==> config.mk <==
export PLATFORM = sky130hd
export DESIGN_NAME = seq_bin2bcd
export DESIGN_NICKNAME = d
export VERILOG_FILES = /design/src/rtl/seq_bin2bcd.sv
export SDC_FILE = /design/constraint.sdc
export NUM_CORES = 1
export LEC_CHECK = 0
export BUFFER_PORTS_ARGS = -buffer_cell sky130_fd_sc_hd__buf_2
export CORE_UTILIZATION = 40
export DETAILED_ROUTE_END_ITERATION = 8
export HOLD_SLACK_MARGIN = 0.15
export PLACE_DENSITY = 0.64
export SLEW_MARGIN = 20
export SYNTH_ARGS = -nofsm -noshare
export SYNTH_HDL_FRONTEND = slang
export SYNTH_SLANG_ARGS = --single-unit
==> constraint.sdc <==
create_clock -name clk -period 1.5 [get_ports clk]
set_input_delay 0.3 -clock clk [delete_from_list [all_inputs] [get_ports clk]]
set_output_delay 0.3 -clock clk [all_outputs]
set_load 0.05 [all_outputs]
==> src/rtl/seq_bin2bcd.sv <==
// seq_bin2bcd
//   Sequential binary-to-BCD converter (shift-and-add-3, one input bit per
//   clock) with a start/busy/done handshake and a registered result.
//
//   Parameters
//     BIN_W   unsigned input width, 1..32
//     DIGITS  BCD digits produced; must cover 2**BIN_W-1 (checked at elaboration)
//
//   Ports
//     clk       system clock, rising edge
//     reset     asynchronous, active-high reset
//     start     conversion request, sampled only while idle
//     bin_in    binary operand, captured when start is accepted
//     busy      high from the cycle after acceptance through the done cycle
//     done      one-cycle pulse, bcd_out is fresh during it
//     bcd_out   packed BCD result, MS digit in the top nibble
//     digit_en  leading-zero blank mask (only with BIN2BCD_BLANK_EN defined)
//
//   Optional feature macro: BIN2BCD_BLANK_EN
module seq_bin2bcd #(
    parameter int BIN_W  = 8,
    parameter int DIGITS = 3
) (
    input  logic                  clk,
    input  logic                  reset,
    input  logic                  start,
    input  logic [BIN_W-1:0]      bin_in,
    output logic                  busy,
    output logic                  done,
    output logic [4*DIGITS-1:0]   bcd_out
`ifdef BIN2BCD_BLANK_EN
    ,
    output logic [DIGITS-1:0]     digit_en
`endif
);

    localparam int CW = $clog2(BIN_W + 1);
    localparam int SW = 4 * DIGITS;

    // Decimal digits needed for the largest BIN_W-bit value.
    function automatic int min_digits(input int w);
        longint v;
        int     d;
        v = (longint'(1) << w) - 1;
        d = 1;
        while (v >= 10) begin
            v = v / 10;
            d = d + 1;
        end
        return d;
    endfunction

    if (BIN_W < 1 || BIN_W > 32) begin : g_bad_width
        $error("seq_bin2bcd: BIN_W=%0d outside 1..32", BIN_W);
    end
    if (DIGITS < min_digits(BIN_W)) begin : g_bad_digits
        $error("seq_bin2bcd: DIGITS=%0d too small for BIN_W=%0d", DIGITS, BIN_W);
    end

    typedef enum logic [1:0] {IDLE, SHIFT, DONE} state_t;

    state_t           state, state_nx;
    logic [BIN_W-1:0] bin_sr;
    logic [SW-1:0]    scratch, scr_cor, scr_nx;
    logic [CW-1:0]    cnt;
    logic             last_shift;

    assign last_shift = (state == SHIFT) && (cnt == CW'(1));
    assign busy       = (state != IDLE);
    assign done       = (state == DONE);

    // Add-3 correction on every digit from its pre-correction value, then
    // shift the next binary bit into the bottom of the scratch register.
    always_comb begin
        scr_cor = scratch;
        for (int i = 0; i < DIGITS; i++) begin
            if (scratch[4*i +: 4] >= 4'd5)
                scr_cor[4*i +: 4] = scratch[4*i +: 4] + 4'd3;
        end
        scr_nx = {scr_cor[SW-2:0], bin_sr[BIN_W-1]};
    end

    always_comb begin
        state_nx = state;
        case (state)
            IDLE:    if (start) state_nx = SHIFT;
            SHIFT:   if (cnt == CW'(1)) state_nx = DONE;
            DONE:    state_nx = IDLE;
            default: state_nx = IDLE;
        endcase
    end

    always_ff @(posedge clk or posedge reset) begin
        if (reset) state <= IDLE;
        else       state <= state_nx;
    end

    // The result register loads on the final shift edge so that bcd_out is
    // already valid during the DONE cycle in which done is asserted.
    always_ff @(posedge clk or posedge reset) begin
        if (reset) begin
            bin_sr  <= '0;
            scratch <= '0;
            cnt     <= '0;
            bcd_out <= '0;
        end else begin
            case (state)
                IDLE: begin
                    if (start) begin
                        bin_sr  <= bin_in;
                        scratch <= '0;
                        cnt     <= CW'(BIN_W);
                    end
                end
                SHIFT: begin
                    bin_sr  <= bin_sr << 1;
                    scratch <= scr_nx;
                    cnt     <= cnt - CW'(1);
                    if (last_shift) bcd_out <= scr_nx;
                end
                default: ;
            endcase
        end
    end

`ifdef BIN2BCD_BLANK_EN
    logic [DIGITS-1:0] en_nx;

    // A digit is shown if it or any more significant digit is nonzero;
    // the units digit is always shown.
    always_comb begin
        logic any;
        any   = 1'b0;
        en_nx = '0;
        for (int i = DIGITS - 1; i >= 0; i--) begin
            any      = any | (scr_nx[4*i +: 4] != 4'd0);
            en_nx[i] = any;
        end
        en_nx[0] = 1'b1;
    end

    always_ff @(posedge clk or posedge reset) begin
        if (reset)           digit_en <= DIGITS'(1);
        else if (last_shift) digit_en <= en_nx;
    end
`endif

endmodule

# Word level (Yosys, flattened, before mapping)
# Index checks and enable logic that the tools add are counted.
dict set report classes {
  add_sub_neg 4
  n_lt_le_gt_ge 3
  eq_ne 5
  muxes 12
  reduce_logical 7
}
# cell count
set op_table {}
lappend op_table {{$pmux W12 S2} 1}
lappend op_table {{$pmux W8 S2} 1}
lappend op_table {{$ge A4 B3 Y1 const B} 3}
lappend op_table {{$mux W12} 1}
lappend op_table {{$mux W4} 3}
lappend op_table {{$add A4 B2 Y4 const B} 2}
lappend op_table {{$mux W8} 1}
lappend op_table {{$pmux W4 S2} 1}
lappend op_table {{$reduce_and A2 Y1} 3}
lappend op_table {{$eq A4 B1 Y1 const B} 1}
lappend op_table {{$mux W2} 2}
lappend op_table {{$pmux W2 S2} 1}
lappend op_table {{$reduce_bool A2 Y1} 2}
lappend op_table {{$sub A4 B1 Y4 const B} 1}
lappend op_table {{$add A3 B2 Y3 const B} 1}
lappend op_table {{$mux W3} 1}
lappend op_table {{$eq A2 B1 Y1 const B} 1}
lappend op_table {{$eq A2 B2 Y1 const B} 1}
lappend op_table {{$logic_not A2 Y1} 1}
lappend op_table {{$ne A2 B1 Y1 const B} 1}
lappend op_table {{$ne A2 B2 Y1 const B} 1}
lappend op_table {{$logic_and A1 B1 Y1} 1}
dict set report word_totals {
  ff_bits 38
  input_bits 11
  word_cells 36
}

# Logic depth before layout (Yosys ltp)
# Gate-level depths: netlist of the first run.
dict set report depth {
  ltp_word 3
  depth_mapped 7
  mapped_depth_nobuf 6
}

# Worst setup path before layout of the first run
# No wires, ideal clock.
dict set report synth_path {
  path_kind {reg-to-output}
  startpoint {reg state[1]}
  endpoint {out done}
  arrival_ps 1501
  slack_ps -301
  path_stages_with_launch 4
  path_buffers 2
  cell_sequence {dfrtp_1 buf_2 clkbuf_1 nor2b_1}
}
dict set report synth_between {
  elab_chain_cells 1
}
# element line
set synth_rtl {}
lappend synth_rtl {{start: declaration} 62} ;# state_t state, state_nx;
lappend synth_rtl {{start signal: assignment} 95} ;# else state <= state_nx;
lappend synth_rtl {{$eq A2 B2 Y1} 70} ;# assign done = (state == DONE);
lappend synth_rtl {{end: declaration} 29} ;# output logic done,
# Every way passes these cells.

# Worst setup path after layout of the first run
dict set report layout_path {
  startpoint {reg cnt[1]}
  endpoint {reg bcd_out[2]}
}
dict set report layout_between {
  elab_chain_cells 3
}
# element line
set layout_rtl {}
lappend layout_rtl {{start: declaration} 65} ;# logic [CW-1:0] cnt;
lappend layout_rtl {{start signal: assignment} 112} ;# cnt <= CW'(BIN_W);
lappend layout_rtl {{start signal: assignment} 118} ;# cnt <= cnt - CW'(1);
lappend layout_rtl {{$eq A4 B1 Y1} 68} ;# assign last_shift = (state == SHIFT) && (cnt == CW'(1));
lappend layout_rtl {{$logic_and A1 B1 Y1} 68}
lappend layout_rtl {{$reduce_and A2 Y1 (no line)} n/a}
lappend layout_rtl {{end signal: assignment} 119} ;# if (last_shift) bcd_out <= scr_nx;
lappend layout_rtl {{end: declaration} 30} ;# output logic [4*DIGITS-1:0] bcd_out
# Every way passes these cells.
# A chain may end at the register's enable or synchronous reset.

==> flow_summary.yaml, run 1 <==
run_status:
  status: "finished clean"
synthesis:
  synth_area_leaders: "dfrtp_1, nand2_1, ha_1"
  synth_warnings: 0
  synth_area_sq_um: 1940
  yosys.area.top_type_share_pct: 49.0
  seq_area_frac_synth_pct: 49.0
  syn_nets: 205
  syn-instance-count: 186
  synth_seq_cells: 38
  avgSynthCellArea_sq_um: 10.4
  yosys.area.top_type: "dfrtp_1"
  synth_cell_types: 29
timing:
  rsz0062_at_grt: "true"
  slew_headroom_pct: 67.2
  max_freq_mhz: 683
  fin_crit_sh_pct: 97.6
  maxSlewViolCount: 0
  setup_violations: 0
  period_minus_slack_ns: 1.46
  skew_ns: 0.00689
  tightest_slew_ns: 0.492
  finalHoldViolCount: 0
floorplan:
  rows: 24
  die_h_um: 71.7
  chipWidth_um: 71.7
  fp.coreArea_sq_um: 4500
  die_area_sq_um: 5140
  io_pins: 25
  initial_core_util_pct: 43.1
worst_setup_path:
  endpoint: "bcd_out[2]"
  crit_slowest_cell: "dfrtp_1"
  cp-end-kind: "register"
  cp_slowest_stage_delay_ns: 0.39
  cp_max_fo: 7
  rr_worst_depth: 6
  critPathLaunchType: "register"
  arrival_ns: 1.64
  r2r-end: "bcd_out[2]"
  path_cells: "inv_2 > ha_4 > nor3b_4 > nand2_8 > clkinv_8 > mux2_4"
  timing.rr.start: "cnt[1]"
  crit_start: "cnt[1]"
  worst-setup-path-type: "register to register"
  worstSetupPathDepth: 6
  r2r_slack_ns: 0.04
  critPathBufInv: 2
  cp.required_ns: 1.68
  path_delay_family: "flip-flops"
routing:
  post_drt_wl_per_cell_um: 13.7
  vias: 1447
  drc: 0
  ant_nets: 0
  drtIter0Drc: 91
  vias_per_cell: 5.02
  wl_mm: 3.96
  first_pass_iters: 4
finish:
  syn_to_final_growth_pct: 27.6
  utilization_pct: 55.0
  final_layout_size_suffix_gt1_share_pct: 38.6
  num-nets-final: 254
  diodes: 0
flow_run:
  maxCapViolCount: 0
power:
  total_power_uw: 6090
  vdd_drop_max_mv: 0.913
  pwr_density_cell_nw_per_um2: 2460
  power.static_leakage_uw: 0.00118
placement:
  port_buffers: 24
  dp_hpwl_mm: 2.69
  place.gp.congestion: 0.782
hold_path:
  hp-class: "primary input to register"
clock_network:
  cts_root_buf: "clkbuf_8"
  clkSinkCount: 38
  htreeDepth: 2
  cts_inserted_buffers: 5
  cts_buffer_depth: 2
  cts_tree: "yes"
  insertion_delay_ns: 0.29
  clkTransAtPathRegs_ns: 0.07
global_routing:
  grt_pass1_wl_mm: 6.53
  grt_util_all_layers_pct: 16.4
  grt_pass1_vias: 1389
  grt_remaining_overflow: 0
  antenna_found_initial: 0
  grt_max_degree: 39
cell usage after synthesis:
cell type	instances
nand2_1	27
nor2b_1	2
mux2_2	1
mux2i_1	3
clkbuf_1	3
o21bai_2	1
o21ai_1	19
buf_6	4
nand3b_1	1
a21oi_2	3
nor3_1	1
a31oi_1	1
nor3b_1	11
nand2b_1	4
nor2b_4	1
nand2_8	1
ha_1	8
a22o_1	8
a21oi_1	15
or2_2	1
mux2_4	6
buf_2	2
inv_1	10
o21ai_0	5
nor2_1	5
dfrtp_1	38
inv_6	1
xnor2_1	3
nor3b_4	1
layout by cell type (no fill, tap or decap), types with 3 or more instances in the layout:
cell,n
mux2_4,6
nand2_1,27
clkbuf_8,5
nor2_1,5
inv_1,5
nor3b_1,11
ha_1,3
xnor2_1,3
buf_4,26
a22o_1,8
dfrtp_1,36
nand2b_4,3
a21oi_1,15
o21ai_1,19
inv_2,5
o21ai_0,5
ha_2,3
buf_2,23
layer usage:
layer	vias up	GRT usage [%]	routed length [um]
li1	727	-	-
met1	698	22.4	1950
met2	16	25.9	1850
met3	6	3.94	99
met4	0	5.23	52
met5	-	0	0
power by group:
group	internal [uW]	leakage [uW]	total [uW]	switching [uW]
clock network	489	0.0000579	850	361
registers	1480	0.000479	1870	391
logic	1500	0.000639	3370	1870
tightest hold or removal path, cell delays in order:
cell	delay, ns
buf_2	0.09
nand2_1	0.05
nor2_1	0.04
a21oi_1	0.10
o21ai_0	0.08
logic make-up after synthesis:
family	share of synthesized area, %
DFF	49.0
and+or+nand+nor	16.0
AOI/OAI and AO/OA	15.9
muxes	6.77
buffers and inverters	5.80
adders and majority gates	5.15
xor gates and xnor gates	1.35
flip-flops by register name, summed over array words and instances, names as in the netlist:
register  cells
bcd_out      12
scratch      12
bin_sr        8
cnt           4
state         2
layout make-up:
cell class                 instances  area, sq um
clock buffer                       5         68.8
clock inverter                     3         40.0
fill                             390         2030
inverter                          11         53.8
multi-input combinational        128          962
sequential                        38          953
tap                               52         65.1
timing repair buffer              51          335
stage by stage:
| stage | setup slack, ns | cell area [sq um] | instances | setup TNS, ns | hold WS, ns |
|---|---|---|---|---|---|
| 6_report | 0.0362 | 2480 | 288 | 0 | 0.422 |
| 5_1_grt | -0.0240 | 2480 | 288 | -0.105 | 0.487 |
| 4_1_cts | 0.00188 | 2340 | 281 | 0 | 0.421 |
| 3_5_place_dp | -0.00549 | 2190 | 269 | -0.0122 | 0.442 |
| 3_3_place_gp | 0.0273 | 2190 | 269 | 0 | 0.439 |
| 2_1_floorplan | 0.0401 | 1950 | 186 | 0 | 0.455 |
worst min path at each step:
stage	from	to	slack, ns	cells past startpoint
after detailed placement	reset	bin_sr[4]	0.44	3
final	bin_in[0]	bin_sr[0]	0.42	5
after floorplan	bin_sr[2]	bin_sr[2]	0.45	2
after CTS	bin_in[0]	bin_sr[0]	0.42	5
after global placement	reset	bin_sr[5]	0.44	3
after global routing	bin_in[2]	bin_sr[2]	0.49	4
timing repair:
action | CTS | global route
pin swaps | 1 | 5
endpoints found under the hold margin | 38 | 0
buffers inserted | 3 | 7
cloned | 0 | 0
resized for setup | 6 | 20
hold buffers | 1 | 0
setup endpoints to repair | 7 | 16
Power figures use the tool's default switching activity.
==> inputs of run 2 (changes only) <==
--- a/config.mk
+++ b/config.mk
@@ -10,6 +10,7 @@
 export DETAILED_ROUTE_END_ITERATION = 8
 export HOLD_SLACK_MARGIN = 0.15
 export PLACE_DENSITY = 0.64
+export REMOVE_ABC_BUFFERS = 1
 export SLEW_MARGIN = 20
 export SYNTH_ARGS = -nofsm -noshare
 export SYNTH_HDL_FRONTEND = slang
==> run 2 against run 1 <==
Register-to-register slack is essentially flat. First-iteration DRC count shrank 13%. Combinational power grew 4%. Non-clock buffer count grew 1. Global-route usage grew 0.62 points. Clock-buffer cell count grew 1. Final area is essentially flat. Die area is the same. Final cell count shrank 0.35%. Clock power shrank 19%. Critical path type unchanged. Critical endpoint is now bcd_out[9]. Highest routed layer unchanged.
==> flow_summary.yaml, run 2 (synthesis gave the netlist of run 1 again) <==
worst_setup_path:
  critPathLaunchType: "register"
  cp_slowest_stage_delay_ns: 0.39
  r2r-end: "bcd_out[9]"
  path_cells: "inv_2 > ha_4 > nor3b_4 > nand2_8 > clkinv_8 > mux2_4"
  arrival_ns: 1.64
  cp.required_ns: 1.67
  timing.rr.start: "cnt[1]"
  crit_slowest_cell: "dfrtp_1"
  rr_worst_depth: 6
  cp_max_fo: 6
  worst-setup-path-type: "register to register"
  r2r_slack_ns: 0.03
  cp-end-kind: "register"
timing:
  skew_ns: 0.00672
  tightest_slew_ns: 0.477
  maxSlewViolCount: 0
  finalHoldViolCount: 0
  rsz0062_at_grt: "true"
  setup_violations: 0
  period_minus_slack_ns: 1.47
  slew_headroom_pct: 68.2
  max_freq_mhz: 682
  fin_crit_sh_pct: 97.7
  tns_ns: 0
routing:
  ant_nets: 0
  post_drt_wl_per_cell_um: 13.9
  vias: 1473
  first_pass_iters: 4
  wl_mm: 3.99
  vias_per_cell: 5.13
  drc: 0
  drtIter0Drc: 79
power:
  vdd_drop_max_mv: 1.03
  power.static_leakage_uw: 0.00116
  pwr_density_cell_nw_per_um2: 2450
placement:
  dp_hpwl_mm: 2.58
  placed_cells: 272
  port_buffers: 24
  place.gp.congestion: 0.769
clock_network:
  cts_buffer_depth: 2
  insertion_delay_ns: 0.29
  cts_tree: "yes"
  cts_inserted_buffers: 5
  clkTransAtPathRegs_ns: 0.07
  cts_root_buf: "clkbuf_8"
  clkSinkCount: 38
  htreeDepth: 2
global_routing:
  grt_pass1_wl_mm: 6.74
  grt_util_all_layers_pct: 17.0
  grt_remaining_overflow: 0
  grt_max_degree: 39
  grt_pass1_vias: 1474
  antenna_found_initial: 0
floorplan:
  die_area_sq_um: 5140
  io_pins: 25
  die_h_um: 71.7
  chipWidth_um: 71.7
  rows: 24
  fp.coreArea_sq_um: 4500
  initial_core_util_pct: 43.1
hold_path:
  hold_depth: 5
  holdPathEnd: "bin_sr[0]"
  hp-class: "primary input to register"
  min-delay-start: "bin_in[0]"
finish:
  layout_common_cells: "dfrtp_1, nand2_1, buf_4"
  diodes: 0
  final_layout_size_suffix_gt1_share_pct: 38.7
  stdcell_count: 287
  final_common_cell: "dfrtp_1"
  num-nets-final: 255
  top_regs: "bcd_out (12), scratch (12), bin_sr (8)"
  syn_to_final_growth_pct: 27.7
run_status:
  status: "finished clean"
flow_run:
  maxCapViolCount: 0
-- run 2: what timing repair did --
item / in CTS / in global routing
hold endpoints to repair: 38 / 0
setup buffers: 5 / 3
hold buffers: 1 / 0
resized for setup: 6 / 23
pin swaps: 2 / 5
setup endpoints to repair: 7 / 12
-- run 2: worst max path at each step --
| stage | cells past startpoint | slack, ns | from | to |
|---|---|---|---|---|
| 2_1_floorplan | 4 | -0.17 | state[0] | bcd_out[10] |
| 3_3_place_gp | 6 | 0.04 | cnt[1] | bcd_out[1] |
| 3_5_place_dp | 6 | -0.01 | cnt[1] | bcd_out[2] |
| 4_1_cts | 6 | 0.001 | cnt[1] | bcd_out[9] |
| 5_1_grt | 6 | -0.04 | scratch[0] | scratch[2] |
| 6_report | 6 | 0.03 | cnt[1] | bcd_out[9] |
-- run 2: area by class of cell --
cell class | instances | area, sq um
Multi-Input combinational cell | 128 | 970
Fill cell | 411 | 2020
Sequential cell | 38 | 953
Tap cell | 52 | 65.1
Clock buffer | 6 | 82.6
Timing Repair Buffer | 52 | 355
Inverter | 11 | 53.8
-- run 2: metrics by stage --
step           total power (uW)  util [%]  cell area, sq um  setup WS [ns]  hold slack (ns)
4_1_cts                    5690      52.3              2360        0.00124            0.403
2_1_floorplan              3940         -              1880         -0.166            0.456
3_5_place_dp               4870      49.2              2220        -0.0126            0.448
6_report                   6080      55.1              2480         0.0339            0.408
5_1_grt                    6530      55.1              2480        -0.0442            0.443
3_3_place_gp               4820      49.2              2220         0.0444            0.437
-- run 2: where the power goes --
part | switching, uW | leakage (uW) | total, uW | internal (uW)
clock | 332 | 0.0000431 | 686 | 354
combinational | 1890 | 0.000641 | 3510 | 1620
sequential | 402 | 0.000479 | 1880 | 1480
-- run 2: per-layer routing --
layer | GRT usage, % | up-vias | routed length [um]
li1 | - | 734 | -
met1 | 23.0 | 698 | 1920
met2 | 26.7 | 36 | 1880
met3 | 3.94 | 5 | 136
met4 | 6.54 | 0 | 49
met5 | 0 | - | 0
-- run 2: worst max-delay path: cells and delay by family, from the launching register on --
family / cells / cell delay (ns)
DFF: 1 / 0.39
adders and majority gates: 1 / 0.12
muxes: 1 / 0.29
buffers and inverters: 2 / 0.16
and+or+nand+nor: 2 / 0.39
